==> config.mk <==
export PLATFORM = sky130hd
export DESIGN_NAME = if_fetch_flat
export DESIGN_NICKNAME = d
export VERILOG_FILES = /design/src/rtl/if_fetch_if.sv /design/src/rtl/if_fetch.sv /design/src/flat_wrapper.sv
export SDC_FILE = /design/constraint.sdc
export NUM_CORES = 1
export LEC_CHECK = 0
export BUFFER_PORTS_ARGS = -buffer_cell sky130_fd_sc_hd__buf_2
export CORE_MARGIN = 1.5
export CORE_UTILIZATION = 52
export CTS_CLUSTER_SIZE = 10
export DETAILED_ROUTE_END_ITERATION = 8
export PLACE_DENSITY = 0.92
export SLEW_MARGIN = 15
export SYNTH_ARGS = -nofsm -noshare
export SYNTH_HDL_FRONTEND = slang
export SYNTH_SLANG_ARGS = --single-unit
==> constraint.sdc <==
create_clock -name clk -period 2 [get_ports clk]
set_input_delay 0.2 -clock clk [delete_from_list [all_inputs] [get_ports clk]]
set_output_delay 0.2 -clock clk [all_outputs]
set_load 0.005 [all_outputs]
==> src/rtl/if_fetch_if.sv <==
`default_nettype none
// +--------------------------------------------------------------------+
// | Module  : if_fetch_if                                              |
// | Purpose : instruction-memory request/ack bus between fetch and IMEM|
// | Revision: 1.0                                                      |
// +--------------------------------------------------------------------+
interface if_fetch_if;
    logic        inst_req_o;
    logic [31:0] inst_addr_o;
    logic        inst_ack_i;
    logic [31:0] inst_rdata_i;

    modport master (
        output inst_req_o,
        output inst_addr_o,
        input  inst_ack_i,
        input  inst_rdata_i
    );

    modport slave (
        input  inst_req_o,
        input  inst_addr_o,
        output inst_ack_i,
        output inst_rdata_i
    );
endinterface
`default_nettype wire

==> src/rtl/if_fetch.sv <==
`default_nettype none
// +--------------------------------------------------------------------+
// | Module  : if_fetch                                                 |
// | Purpose : PC owner and IMEM handshake feeding the IF/ID register.  |
// |           FETCH_ALIGN_CHK_EN adds misaligned-PC reporting.         |
// | Revision: 1.0                                                      |
// +--------------------------------------------------------------------+
module if_fetch #(
    parameter logic [31:0] RESET_PC = 32'h0000_0000
) (
    input  logic        clk,
    input  logic        rst,
    input  logic [5:0]  stall,
    input  logic        flush,
    input  logic [31:0] new_pc,
    input  logic        branch_flag_i,
    input  logic [31:0] branch_target_address_i,
    if_fetch_if.master  imem,
    output logic [31:0] pc_o,
    output logic [31:0] inst_o,
`ifdef FETCH_ALIGN_CHK_EN
    output logic        if_adel_o,
`endif
    output logic        stallreq_o
);

    typedef enum logic [1:0] {
        S_IDLE  = 2'd0,
        S_FETCH = 2'd1,
        S_READY = 2'd2,
        S_DROP  = 2'd3
    } state_t;

`ifdef FETCH_ALIGN_CHK_EN
    localparam logic [31:0] c_pc_mask = 32'hFFFF_FFFF;
`else
    localparam logic [31:0] c_pc_mask = 32'hFFFF_FFFC;
`endif
    localparam logic [31:0] c_reset_pc = RESET_PC & c_pc_mask;

    state_t      r_state, w_state_nxt;
    logic [31:0] r_pc, w_pc_nxt;
    logic [31:0] r_redir, w_redir_nxt;
    logic [31:0] r_ibuf, w_ibuf_nxt;
    logic [31:0] r_addr, w_addr_nxt;
    logic        r_pend, w_pend_nxt;

    logic        w_misalign;
    logic        w_req;
    logic        w_ack;
    logic        w_fetch_ok;
    logic        w_valid;
    logic        w_advance;
    logic [31:0] w_inst;
    logic        w_unused;

    assign w_unused = &{1'b0, stall[5:1]};

`ifdef FETCH_ALIGN_CHK_EN
    assign w_misalign = (r_state == S_FETCH) && (r_pc[1:0] != 2'b00);
`else
    assign w_misalign = 1'b0;
`endif

    always_ff @(posedge clk or negedge rst) begin
        if (!rst) begin
            r_state <= S_IDLE;
            r_pc    <= c_reset_pc;
            r_redir <= '0;
            r_ibuf  <= '0;
            r_addr  <= c_reset_pc;
            r_pend  <= 1'b0;
        end else begin
            r_state <= w_state_nxt;
            r_pc    <= w_pc_nxt;
            r_redir <= w_redir_nxt;
            r_ibuf  <= w_ibuf_nxt;
            r_addr  <= w_addr_nxt;
            r_pend  <= w_pend_nxt;
        end
    end

    always_comb begin
        w_state_nxt = r_state;
        w_pc_nxt    = r_pc;
        w_redir_nxt = r_redir;
        w_ibuf_nxt  = r_ibuf;
        w_pend_nxt  = r_pend;
        w_addr_nxt  = (r_state == S_FETCH) ? r_pc : r_addr;

        // A misaligned fetch never touches memory, so it counts as served.
        w_req      = ((r_state == S_FETCH) && !w_misalign) || (r_state == S_DROP);
        w_ack      = imem.inst_ack_i & w_req;
        w_fetch_ok = (r_state == S_FETCH) && (w_misalign || w_ack);
        w_valid    = w_fetch_ok || (r_state == S_READY);
        w_advance  = w_valid && !stall[0];
        w_inst     = (r_state == S_READY) ? r_ibuf :
                     (w_misalign ? 32'h0 : imem.inst_rdata_i);

        imem.inst_req_o  = w_req;
        imem.inst_addr_o = (r_state == S_DROP) ? r_addr : r_pc;
        pc_o             = w_valid ? r_pc : 32'h0;
        inst_o           = w_valid ? w_inst : 32'h0;
        stallreq_o       = !w_valid;

        if (flush) begin
            w_pc_nxt   = new_pc & c_pc_mask;
            w_pend_nxt = 1'b0;
            w_ibuf_nxt = '0;
            case (r_state)
                S_FETCH: w_state_nxt = w_fetch_ok ? S_FETCH : S_DROP;
                S_DROP:  w_state_nxt = S_DROP;
                default: w_state_nxt = S_FETCH;
            endcase
        end else begin
            case (r_state)
                S_IDLE:  w_state_nxt = S_FETCH;
                S_FETCH: begin
                    if (w_fetch_ok && stall[0]) begin
                        w_ibuf_nxt  = w_inst;
                        w_state_nxt = S_READY;
                    end
                end
                S_DROP:  if (w_ack) w_state_nxt = S_FETCH;
                default: ;
            endcase

            if (w_advance) begin
                w_pc_nxt    = r_pend ? r_redir : r_pc + 32'd4;
                w_pend_nxt  = 1'b0;
                w_state_nxt = S_FETCH;
            end

            // Ordered after the advance so a fresh branch survives pend clearing.
            if (branch_flag_i) begin
                w_pend_nxt  = 1'b1;
                w_redir_nxt = branch_target_address_i & c_pc_mask;
            end
        end
    end

`ifdef FETCH_ALIGN_CHK_EN
    logic r_adel_buf;

    always_ff @(posedge clk or negedge rst) begin
        if (!rst) begin
            r_adel_buf <= 1'b0;
        end else if (flush) begin
            r_adel_buf <= 1'b0;
        end else if (w_fetch_ok && stall[0]) begin
            r_adel_buf <= w_misalign;
        end
    end

    assign if_adel_o = w_valid && ((r_state == S_READY) ? r_adel_buf : w_misalign);
`endif

endmodule
`default_nettype wire

==> src/flat_wrapper.sv <==
// flat-port wrapper written by rule: the top's interface ports become plain ports
module if_fetch_flat 
#(
    parameter logic [31:0] RESET_PC = 32'h0000_0000
)
  (clk, rst, stall, flush, new_pc, branch_flag_i, branch_target_address_i, pc_o, inst_o, stallreq_o, imem_inst_req_o, imem_inst_addr_o, imem_inst_ack_i, imem_inst_rdata_i);
  if_fetch_if imem_i ();
  input  logic clk;
  input  logic rst;
  input  logic [5:0] stall;
  input  logic flush;
  input  logic [31:0] new_pc;
  input  logic branch_flag_i;
  input  logic [31:0] branch_target_address_i;
  output logic [31:0] pc_o;
  output logic [31:0] inst_o;
  output logic stallreq_o;
  output wire logic [$bits(imem_i.inst_req_o)-1:0] imem_inst_req_o;
  output wire logic [$bits(imem_i.inst_addr_o)-1:0] imem_inst_addr_o;
  input wire logic [$bits(imem_i.inst_ack_i)-1:0] imem_inst_ack_i;
  input wire logic [$bits(imem_i.inst_rdata_i)-1:0] imem_inst_rdata_i;
  assign imem_inst_req_o = imem_i.inst_req_o;
  assign imem_inst_addr_o = imem_i.inst_addr_o;
  assign imem_i.inst_ack_i = imem_inst_ack_i;
  assign imem_i.inst_rdata_i = imem_inst_rdata_i;
  if_fetch #(.RESET_PC(RESET_PC)) u_core (.clk(clk), .rst(rst), .stall(stall), .flush(flush), .new_pc(new_pc), .branch_flag_i(branch_flag_i), .branch_target_address_i(branch_target_address_i), .imem(imem_i), .pc_o(pc_o), .inst_o(inst_o), .stallreq_o(stallreq_o));
endmodule
==> run_results.csv, run 1 <==
group,metric,value,unit
power,pwr-share-seq,38.2,%
drt,drt_iter0_drc,484,
floorplan,die_area,13600,µm²
clocking,cts_tree,"yes",
timing,fin_crit_sh,97.8,%
placement,portBuffers,191,
timing,fin_crit,1960,ps
drt,dr.pass1.iters,5,
global_route,grt_pass1_vias,5856,
global_route,grt_pass1_wl,29.8,mm
setup_path,regToRegSetupSlack,120,ps
power,power_density,963,nW/µm²
timing,setup_viol_count_final,0,
synthesis,postSynthAreaPerCell,10.8,µm²
job,cap_violations,0,
power,power.total,0.00844,W
drt,wl_per_cell,19.1,µm
finish,postLayoutCellArea,8760,µm²
setup_path,crit_path_max_fanout,13,
placement,place_inst,983,
setup_path,critPathRequiredTime,1800,ps
finish,n_antenna_cell,0,
global_route,track_usage,29.1,%
finish,nets,940,
power,pwr-share-clk,37.3,%
power,ir_drop,830,µV
floorplan,die_w,117,µm
placement,place_congestion,0.894,
finish,final_cells,1017,
placement,dp_hpwl,13.3,mm
floorplan,core_region_area,12600,µm²
status,status,"complete, no violations",
timing,timing.fmax,511,MHz
setup_path,reg2reg_from,"u_core.r_state[1]",
setup_path,r2r_end,"u_core.r_pc[30]",
synthesis,syn_area,6730,µm²
power,comb_power_share,24.6,%
synthesis,yosysWarningCount,0,
clocking,cts_made_buffers,17,
synthesis,synthCells,622,
clocking,cts_num_sinks,125,
timing,finalMaxSlewViolations,0,
finish,drive_gt1_share,45.9,%
setup_path,cp.arrival,1760,ps
floorplan,start_util,53.3,%
floorplan,fp-row-count,41,
setup_path,end_kind,"output port",
global_route,grt-ovfl-total,0,
setup_path,r2r_cells,8,
min_path,hold_class,"in2reg",
synthesis,synth_edf_count,0,
clocking,htreeDepth,4,
floorplan,ios,205,
clocking,clk_latency,420,ps
power,p_leak,4.19,nW
clocking,clk_pin_slew,60,ps
drt,routed_wl,19.4,mm
global_route,antenna_found_initial,0,
timing,hold_violations,0,
timing,rsz0062_at_grt,"yes",
drt,num_vias,6038,
synthesis,synth-seq-cells,125,
clocking,cts_root_buffer,"clkbuf_16",
power,p_sw_share,28.2,%
synthesis,ys_seq_area_share,46.5,%
drt,via_per_inst,5.94,
setup_path,cp-endpoint,"imem_inst_addr_o[8]",
clocking,cts.path.max_buffers,2,
drt,ant_nets,0,
timing,tightestPinTransition,617,ps
floorplan,die_h,117,µm
setup_path,worstSetupStartpointType,"flip-flop",
timing,relSlewSlack,58.8,%
setup_path,cp-startpoint,"u_core.r_state[1]",
drt,remaining_drc_errors,0,
placement,placed_cell_area,8090,µm²
synthesis,ys.flop_type,"dfrtp_1",
power,intPower,0.00605,W
timing,skew,3.41,ps
power,switchingPower,0.00238,W
setup_path,worst-setup-path-type,"reg2out",
synthesis,synth_cell_types,51,
synthesis,synth_async_sr_flop_share,100,%
finish,nFillCells,904,
finish,area_growth,30.3,%
global_route,grt_max_degree,46,
## how the worst min path moves through the flow
stage                                           from                 to  slack, ps  cells after the start
final                                     new_pc[22]    u_core.r_pc[22]         10                      3
after global routing      branch_target_address_i[8]  u_core.r_redir[8]         10                      2
after CTS                 branch_target_address_i[8]  u_core.r_redir[8]          3                      2
after detailed placement                         rst   u_core.r_addr[6]        230                      1
after global placement                           rst   u_core.r_addr[5]        230                      1
after floorplan                                  rst  u_core.r_addr[10]       -100                      0
## worst max-delay path: stages, from the launching register on
cell     delay (ps)
dfrtp_2         460
nand2_1         120
buf_4           250
mux2_2          380
buf_2           130
## stage by stage
step                setup WS, ps  TNS [ps]  hold WS, ps  util, %
detailed placement          97.5         0          232     64.1
global placement             163         0          230     64.1
finish                      44.9         0         11.0     69.5
floorplan                    191         0        -95.6        -
global route               -9.21     -33.9         12.2     69.5
CTS                         16.3         0         2.56     69.1
## synth_stat cells (2+ instances only)
cell type	instances	share of area, %
o21ai_0	22	1.6
nand2b_1	3	0.28
nand4_4	2	0.63
clkbuf_1	40	2.2
buf_1	3	0.17
dfrtp_1	125	47
nand3_1	12	0.89
inv_1	9	0.50
o22ai_1	4	0.37
a21oi_1	22	1.6
a21o_1	3	0.33
and4_1	5	0.65
nand4_1	8	0.74
a31oi_1	5	0.47
and3_1	15	1.4
o211ai_1	6	0.67
or3_1	3	0.28
a22o_1	65	8.5
nor3_1	5	0.37
mux2_2	91	15
a2bb2oi_1	4	0.52
o311ai_0	3	0.39
buf_2	6	0.45
o221ai_1	9	1.2
nor4_2	4	0.74
nor4_1	2	0.19
nor4_4	2	0.63
nor2b_1	5	0.47
nor2_1	27	1.5
and2_1	27	2.5
xnor2_1	18	2.3
o21bai_1	3	0.33
buf_4	7	0.78
xor2_1	3	0.39
nand2_1	38	2.1
## area by class of cell
class | instances | area, µm² | area share [%]
inverters | 10 | 37.5 | 0.428
flip-flops and latches | 125 | 3130 | 35.7
clock buffers | 21 | 460 | 5.25
multi-input cells | 432 | 3360 | 38.3
well taps | 172 | 215 | 2.46
repair buffers | 246 | 1420 | 16.2
clock inverters | 11 | 141 | 1.61
## layout by cell type (no fill, tap or decap), types with 12 or more instances in the layout
| master | n |
|---|---|
| clkbuf_16 | 17 |
| dfrtp_1 | 123 |
| xnor2_1 | 18 |
| o21ai_0 | 22 |
| and3_1 | 15 |
| nor2_1 | 26 |
| nand3_1 | 12 |
| a22o_1 | 65 |
| a21oi_1 | 20 |
| nand2_1 | 37 |
| mux2_2 | 91 |
| buf_2 | 190 |
| and2_1 | 26 |
| buf_4 | 48 |
## kinds of logic after synthesis
logic type | count (synthesis) | share of synthesized area, %
buf+inv | 68 | 4.43
mux | 92 | 15.4
fa+ha+maj | 1 | 0.186
flops | 125 | 46.5
simple gates | 162 | 13.9
xor+xnor | 21 | 2.73
compound gates | 152 | 16.9
other cells | 1 | 0.0558
## flip-flops by register name, indices dropped and copies added (netlist names)
| register | cells |
|---|---|
| u_core.r_redir | 30 |
| u_core.r_pend | 1 |
| u_core.r_state | 2 |
| u_core.r_addr | 30 |
| u_core.r_ibuf | 32 |
| u_core.r_pc | 30 |
## power groups by stage
| stage | Combinational (W) | Clock (W) | Sequential, W |
|---|---|---|---|
| after CTS | 0.00206 | 0.00315 | 0.00320 |
| after global placement | 0.00196 | 0 | 0.00321 |
| after floorplan | 0.00120 | 0 | 0.00317 |
| final | 0.00208 | 0.00314 | 0.00322 |
| after detailed placement | 0.00203 | 0 | 0.00324 |
| after global routing | 0.00227 | 0.00327 | 0.00327 |
## layer usage
layer / routed length (µm) / track usage, %
met5: 0 / 0
met4: 722 / 15.7
met3: 1500 / 7.11
met2: 9360 / 46.7
met1: 7810 / 36.6
## repair_timing
action | 4_1_cts | 5_1_grt
hold endpoints to repair | 39 | 0
endpoints found under the setup margin | 13 | 93
hold buffers | 1 | 0
setup buffers | 1 | 0
gates resized for setup | 2 | 14
No activity file was read; power rests on OpenSTA's default activity.
==> run 2, diff against run 1 <==
--- a/config.mk
+++ b/config.mk
@@ -11,6 +11,7 @@
 export CTS_CLUSTER_SIZE = 10
 export DETAILED_ROUTE_END_ITERATION = 8
 export PLACE_DENSITY = 0.92
+export RECOVER_POWER = 100
 export SLEW_MARGIN = 15
 export SYNTH_ARGS = -nofsm -noshare
 export SYNTH_HDL_FRONTEND = slang
==> run_results.csv, run 2 (synthesis results as in run 1) <==
group,metric,value,unit
placement,place_inst,983,
power,switchingPower,0.00237,W
min_path,min_from,"new_pc[22]",
drt,dr.pass1.iters,5,
timing,fin_crit_sh,97.7,%
drt,routed_wl,19.4,mm
timing,fin_crit,1950,ps
power,intPower,0.00605,W
floorplan,die_w,117,µm
setup_path,crit_path_max_fanout,13,
setup_path,end_kind,"output port",
clocking,cts_root_buffer,"clkbuf_16",
placement,place_congestion,0.894,
timing,relSlewSlack,22.4,%
power,pwr-share-clk,37.2,%
setup_path,regToRegSetupSlack,120,ps
setup_path,r2r_cells,8,
power,p_sw_share,28.2,%
global_route,grt-ovfl-total,0,
power,ir_drop,830,µV
setup_path,critPathMaxStageDelay,460,ps
floorplan,die_h,117,µm
global_route,track_usage,29.1,%
min_path,hold_class,"in2reg",
drt,ant_nets,0,
setup_path,cp.arrival,1750,ps
floorplan,start_util,53.3,%
timing,fin_ws,45.8,ps
clocking,cts.path.max_buffers,2,
min_path,hold_depth,3,
job,cap_violations,0,
setup_path,cpLargestDelayFamily,"flip-flops",
timing,hold_violations,0,
global_route,antenna_found_initial,0,
power,p_leak,4.17,nW
clocking,cts_made_buffers,17,
setup_path,worst-setup-path-type,"reg2out",
clocking,htreeDepth,4,
floorplan,fp-row-count,41,
global_route,grt_max_degree,46,
placement,placed_cell_area,8090,µm²
power,power_density,964,nW/µm²
finish,seq_area,3130,µm²
timing,tightestPinTransition,1160,ps
timing,finalMaxSlewViolations,0,
finish,regMostFlops,"u_core.r_ibuf",
power,pwr-share-seq,38.2,%
floorplan,ios,205,
global_route,grt_pass1_vias,5856,
timing,skew,3.69,ps
setup_path,critPathRequiredTime,1800,ps
placement,pre_cts_slack,97.5,ps
setup_path,worstSetupStartpointType,"flip-flop",
finish,layout_common_cells,"buf_2 (189), dfrtp_1 (123), mux2_2 (89)",
floorplan,die_area,13600,µm²
drt,remaining_drc_errors,0,
drt,drt_iter0_drc,525,
timing,timing.fmax,512,MHz
power,power.total,0.00842,W
finish,drive_gt1_share,45.2,%
finish,postLayoutCellArea,8740,µm²
finish,n_antenna_cell,0,
finish,final_cells,1017,
setup_path,path_cells,"nand2_1 -> buf_4 -> mux2_2 -> buf_2",
setup_path,cpMaxStageDelayCell,"dfrtp_2",
finish,layout_commonest_cell,"buf_2",
power,comb_power_share,24.6,%
timing,setup_viol_count_final,0,
floorplan,core_region_area,12600,µm²
clocking,clk_latency,420,ps
finish,nFillCells,914,
drt,num_vias,6023,
drt,wl_per_cell,19.1,µm
finish,nets,940,
min_path,hold_end,"u_core.r_pc[22]",
finish,largest_register_ffs,32,
setup_path,r2r_end,"u_core.r_pc[30]",
clocking,cts_tree,"yes",
setup_path,cp.buffers_inverters,2,
drt,via_per_inst,5.92,
global_route,grt_pass1_wl,29.8,mm
placement,portBuffers,191,
timing,rsz0062_at_grt,"yes",
status,status,"complete, no violations",
clocking,cts_num_sinks,125,
finish,multiInputGateArea,3360,µm²
clocking,clk_pin_slew,60,ps
placement,dp_hpwl,13.3,mm
setup_path,reg2reg_from,"u_core.r_state[1]",
finish,area_growth,29.9,%
==> run 2: cell count changes in the layout (fill, tap and decap cells not counted), moves of 2 or more <==
cell	delta
mux2_2	-2
clkbuf_1	+3
mux2_1	+2
clkbuf_2	+3
buf_4	-5
==> run 2: what timing repair did <==
item | in CTS | in global routing
hold buffers | 1 | 0
hold endpoints to repair | 39 | 0
resized for setup | 2 | 14
buffers inserted | 1 | 0
setup endpoints to repair | 13 | 93
==> run 2: power groups by stage <==
stage	Clock [W]	Sequential (W)	Combinational, W
floorplan	0	0.00317	0.00120
global placement	0	0.00321	0.00196
detailed placement	0	0.00324	0.00203
CTS	0.00315	0.00320	0.00206
global route	0.00327	0.00327	0.00227
finish	0.00314	0.00322	0.00207
==> run 2: tightest hold or removal path: cells and delay by family <==
kind | cells | cell delay (ps)
AOI/OAI and AO/OA | 1 | 60
buffers and inverters | 1 | 80
and+or+nand+nor | 1 | 50
==> run 2: cell type report <==
cell class / instances / area share (%)
clock buffers: 21 / 5.27
clock inverters: 11 / 1.62
inverters: 10 / 0.430
multi-input cells: 432 / 38.4
flip-flops and latches: 125 / 35.8
well taps: 172 / 2.46
repair buffers: 246 / 16.0
==> run 2: worst max-delay path by stage <==
stage,start,endpoint,slack [ps],cells past startpoint
global placement,u_core.r_state[1],u_core.r_pc[31],160,5
global route,u_core.r_state[1],pc_o[20],-9,5
CTS,u_core.r_state[0],inst_o[7],20,5
detailed placement,u_core.r_state[1],u_core.r_pc[31],100,5
finish,u_core.r_state[1],imem_inst_addr_o[8],50,4
floorplan,u_core.r_pc[2],u_core.r_pc[30],190,6
==> run 2: metrics by stage <==
| step | hold WS [ps] | util, % | TNS, ps |
|---|---|---|---|
| finish | 12.6 | 69.2 | 0 |
| global route | 12.2 | 69.2 | -33.9 |
| global placement | 230 | 64.1 | 0 |
| detailed placement | 232 | 64.1 | 0 |
| floorplan | -95.6 | - | 0 |
| CTS | 2.56 | 69.1 | 0 |
==> run 2: routing by layer <==
metal / global-route usage [%] / part of all wire [%] / vias up
met5: 0 / 0 / -
li1: - / - / 2703
met2: 46.7 / 48 / 319
met1: 36.6 / 41 / 2939
met4: 15.7 / 3.3 / 0
met3: 7.11 / 7.7 / 62
==> run 3, diff against run 2 <==
--- a/config.mk
+++ b/config.mk
@@ -7,10 +7,11 @@
 export LEC_CHECK = 0
 export BUFFER_PORTS_ARGS = -buffer_cell sky130_fd_sc_hd__buf_2
 export CORE_MARGIN = 1.5
-export CORE_UTILIZATION = 52
+export CORE_UTILIZATION = 37
+export CTS_BUF_LIST = sky130_fd_sc_hd__clkbuf_4
 export CTS_CLUSTER_SIZE = 10
 export DETAILED_ROUTE_END_ITERATION = 8
-export PLACE_DENSITY = 0.92
+export PLACE_DENSITY = 0.72
 export RECOVER_POWER = 100
 export SLEW_MARGIN = 15
 export SYNTH_ARGS = -nofsm -noshare
==> run_results.csv, run 3 (synthesis results as in run 1) <==
group,metric,value,unit
global_route,grt_max_degree,56,
finish,area_growth,48.7,%
timing,rsz0062_at_grt,"yes",
global_route,grt_pass1_wl,32.4,mm
timing,hold_violations,0,
global_route,grt-ovfl-total,0,
finish,largest_register_ffs,32,
global_route,grt_pass1_vias,6073,
timing,skew,26.3,ps
setup_path,cp.buffers_inverters,4,
setup_path,worstSetupStartpointType,"flip-flop",
setup_path,cp-startpoint,"u_core.r_state[1]",
timing,relSlewSlack,3.50,%
setup_path,critPathRequiredTime,1800,ps
finish,layout_commonest_cell,"buf_2",
finish,regMostFlops,"u_core.r_ibuf",
global_route,track_usage,22.8,%
drt,via_per_inst,5.34,
finish,nets,1042,
drt,wl_per_cell,18.6,µm
floorplan,core_region_area,17900,µm²
drt,routed_wl,21.8,mm
setup_path,cp.arrival,1870,ps
setup_path,end_kind,"output port",
floorplan,ios,205,
power,ir_drop,385,µV
global_route,antenna_found_initial,0,
floorplan,die_area,19000,µm²
clocking,cts_tree,"yes",
finish,postLayoutCellArea,10000,µm²
drt,num_vias,6279,
setup_path,worst-setup-path-type,"reg2out",
drt,drt_iter0_drc,350,
clocking,cts.path.max_buffers,2,
min_path,hold_class,"in2reg",
drt,ant_nets,0,
placement,placed_cell_area,8160,µm²
setup_path,reg2reg_from,"u_core.r_pc[24]",
timing,setup_viol_count_final,86,
timing,fin_tns_setup,-3900,ps
power,power.total,0.00786,W
clocking,clk_pin_slew,110,ps
setup_path,path_cells,"buf_6 -> buf_4 -> nand2b_4 -> nand2_4 -> buf_8 -> and2_1 -> buf_2",
clocking,htreeDepth,4,
placement,place_congestion,0.839,
drt,dr.pass1.iters,5,
finish,n_antenna_cell,0,
placement,dp_hpwl,13.7,mm
drt,remaining_drc_errors,0,
status,failed_checks,"negative setup slack",
clocking,cts_num_sinks,125,
timing,tightestPinTransition,1450,ps
timing,fin_ws,-69.8,ps
floorplan,start_util,37.6,%
floorplan,die_w,138,µm
floorplan,die_h,138,µm
finish,drive_gt1_share,42.7,%
timing,timing.fmax,483,MHz
setup_path,critPathMaxStageDelay,410,ps
job,cap_violations,0,
timing,fin_crit_sh,103,%
floorplan,fp-row-count,49,
placement,portBuffers,191,
power,p_leak,4.71,nW
power,power_density,786,nW/µm²
setup_path,crit_path_max_fanout,14,
finish,layout_common_cells,"buf_2 (159), dfrtp_1 (124), dlygate4sd3_1 (93)",
timing,fin_crit,2070,ps
setup_path,cpMaxStageDelayCell,"dfrtp_1",
clocking,cts_root_buffer,"clkbuf_4",
clocking,clk_latency,560,ps
min_path,min_from,"new_pc[30]",
setup_path,cpLargestDelayFamily,"buffers and inverters",
timing,finalMaxSlewViolations,0,
clocking,cts_made_buffers,17,
status,status,"finished, violations left",
==> run 3: cell count changes in the layout (fill, tap and decap cells not counted), sizes merged <==
cell	change
dlygate4sd3	+92
clkinv	+4
clkinvlp	-1
clkbuf	-5
inv	+1
buf	+11
bufinv	-1
==> run 3: worst min-delay path, cell delays in order <==
cell,delay [ps]
buf_2,90
nor2_1,50
a31oi_1,140
a211o_1,110
==> run 3: metrics by stage <==
step	hold WS, ps	std cells	setup slack (ps)	utilization (%)
4_1_cts	25.3	1173	-118	55.5
3_3_place_gp	205	1036	139	45.6
6_report	71.7	1175	-69.8	55.9
3_5_place_dp	204	1036	91.2	45.6
5_1_grt	38.1	1175	-196	55.9
2_1_floorplan	-95.6	625	191	-
==> run 3: timing repair <==
action	4_1_cts	5_1_grt
cloned	5	2
hold buffers	93	0
gates resized for setup	83	24
hold endpoints to repair	145	0
pin swaps	5	5
endpoints found under the setup margin	93	113
buffers inserted	8	3
==> run 3: cell type report <==
class                      instances  area (µm²)
fill                            1512        7900
multi-input combinational        432        3530
sequential                       125        3130
timing repair buffer             348        2740
tap                              229         287
clock inverter                    14         148
clock buffer                      17         128
inverter                          10        40.0
==> run 3: path summary, 6_finish.rpt <==
path                                       to  slack, ps  cells past startpoint
min in group asynchronous  u_core.r_redir[11]        520                      2
max in group asynchronous  u_core.r_redir[20]        260                      3
setup reg to reg              u_core.r_pc[30]         70                      5
setup / recovery                      pc_o[9]        -70                      7
hold reg to reg             u_core.r_ibuf[27]        510                      1
hold / removal                u_core.r_pc[30]         70                      4
==> run 3: where the power goes <==
group          leakage [nW]  internal, W  switching (W)  total, W
sequential             1.53      0.00293       0.000274   0.00321
clock                 0.144     0.000736        0.00103   0.00176
combinational          3.03      0.00171        0.00118   0.00289
==> run 3: routing by layer <==
layer / routed length, µm / vias up / global-route usage, %
li1: - / 2907 / -
met1: 9550 / 3097 / 29.9
met2: 10400 / 241 / 37.0
met3: 1470 / 34 / 6.00
met4: 413 / 0 / 6.54
met5: 0 / - / 0
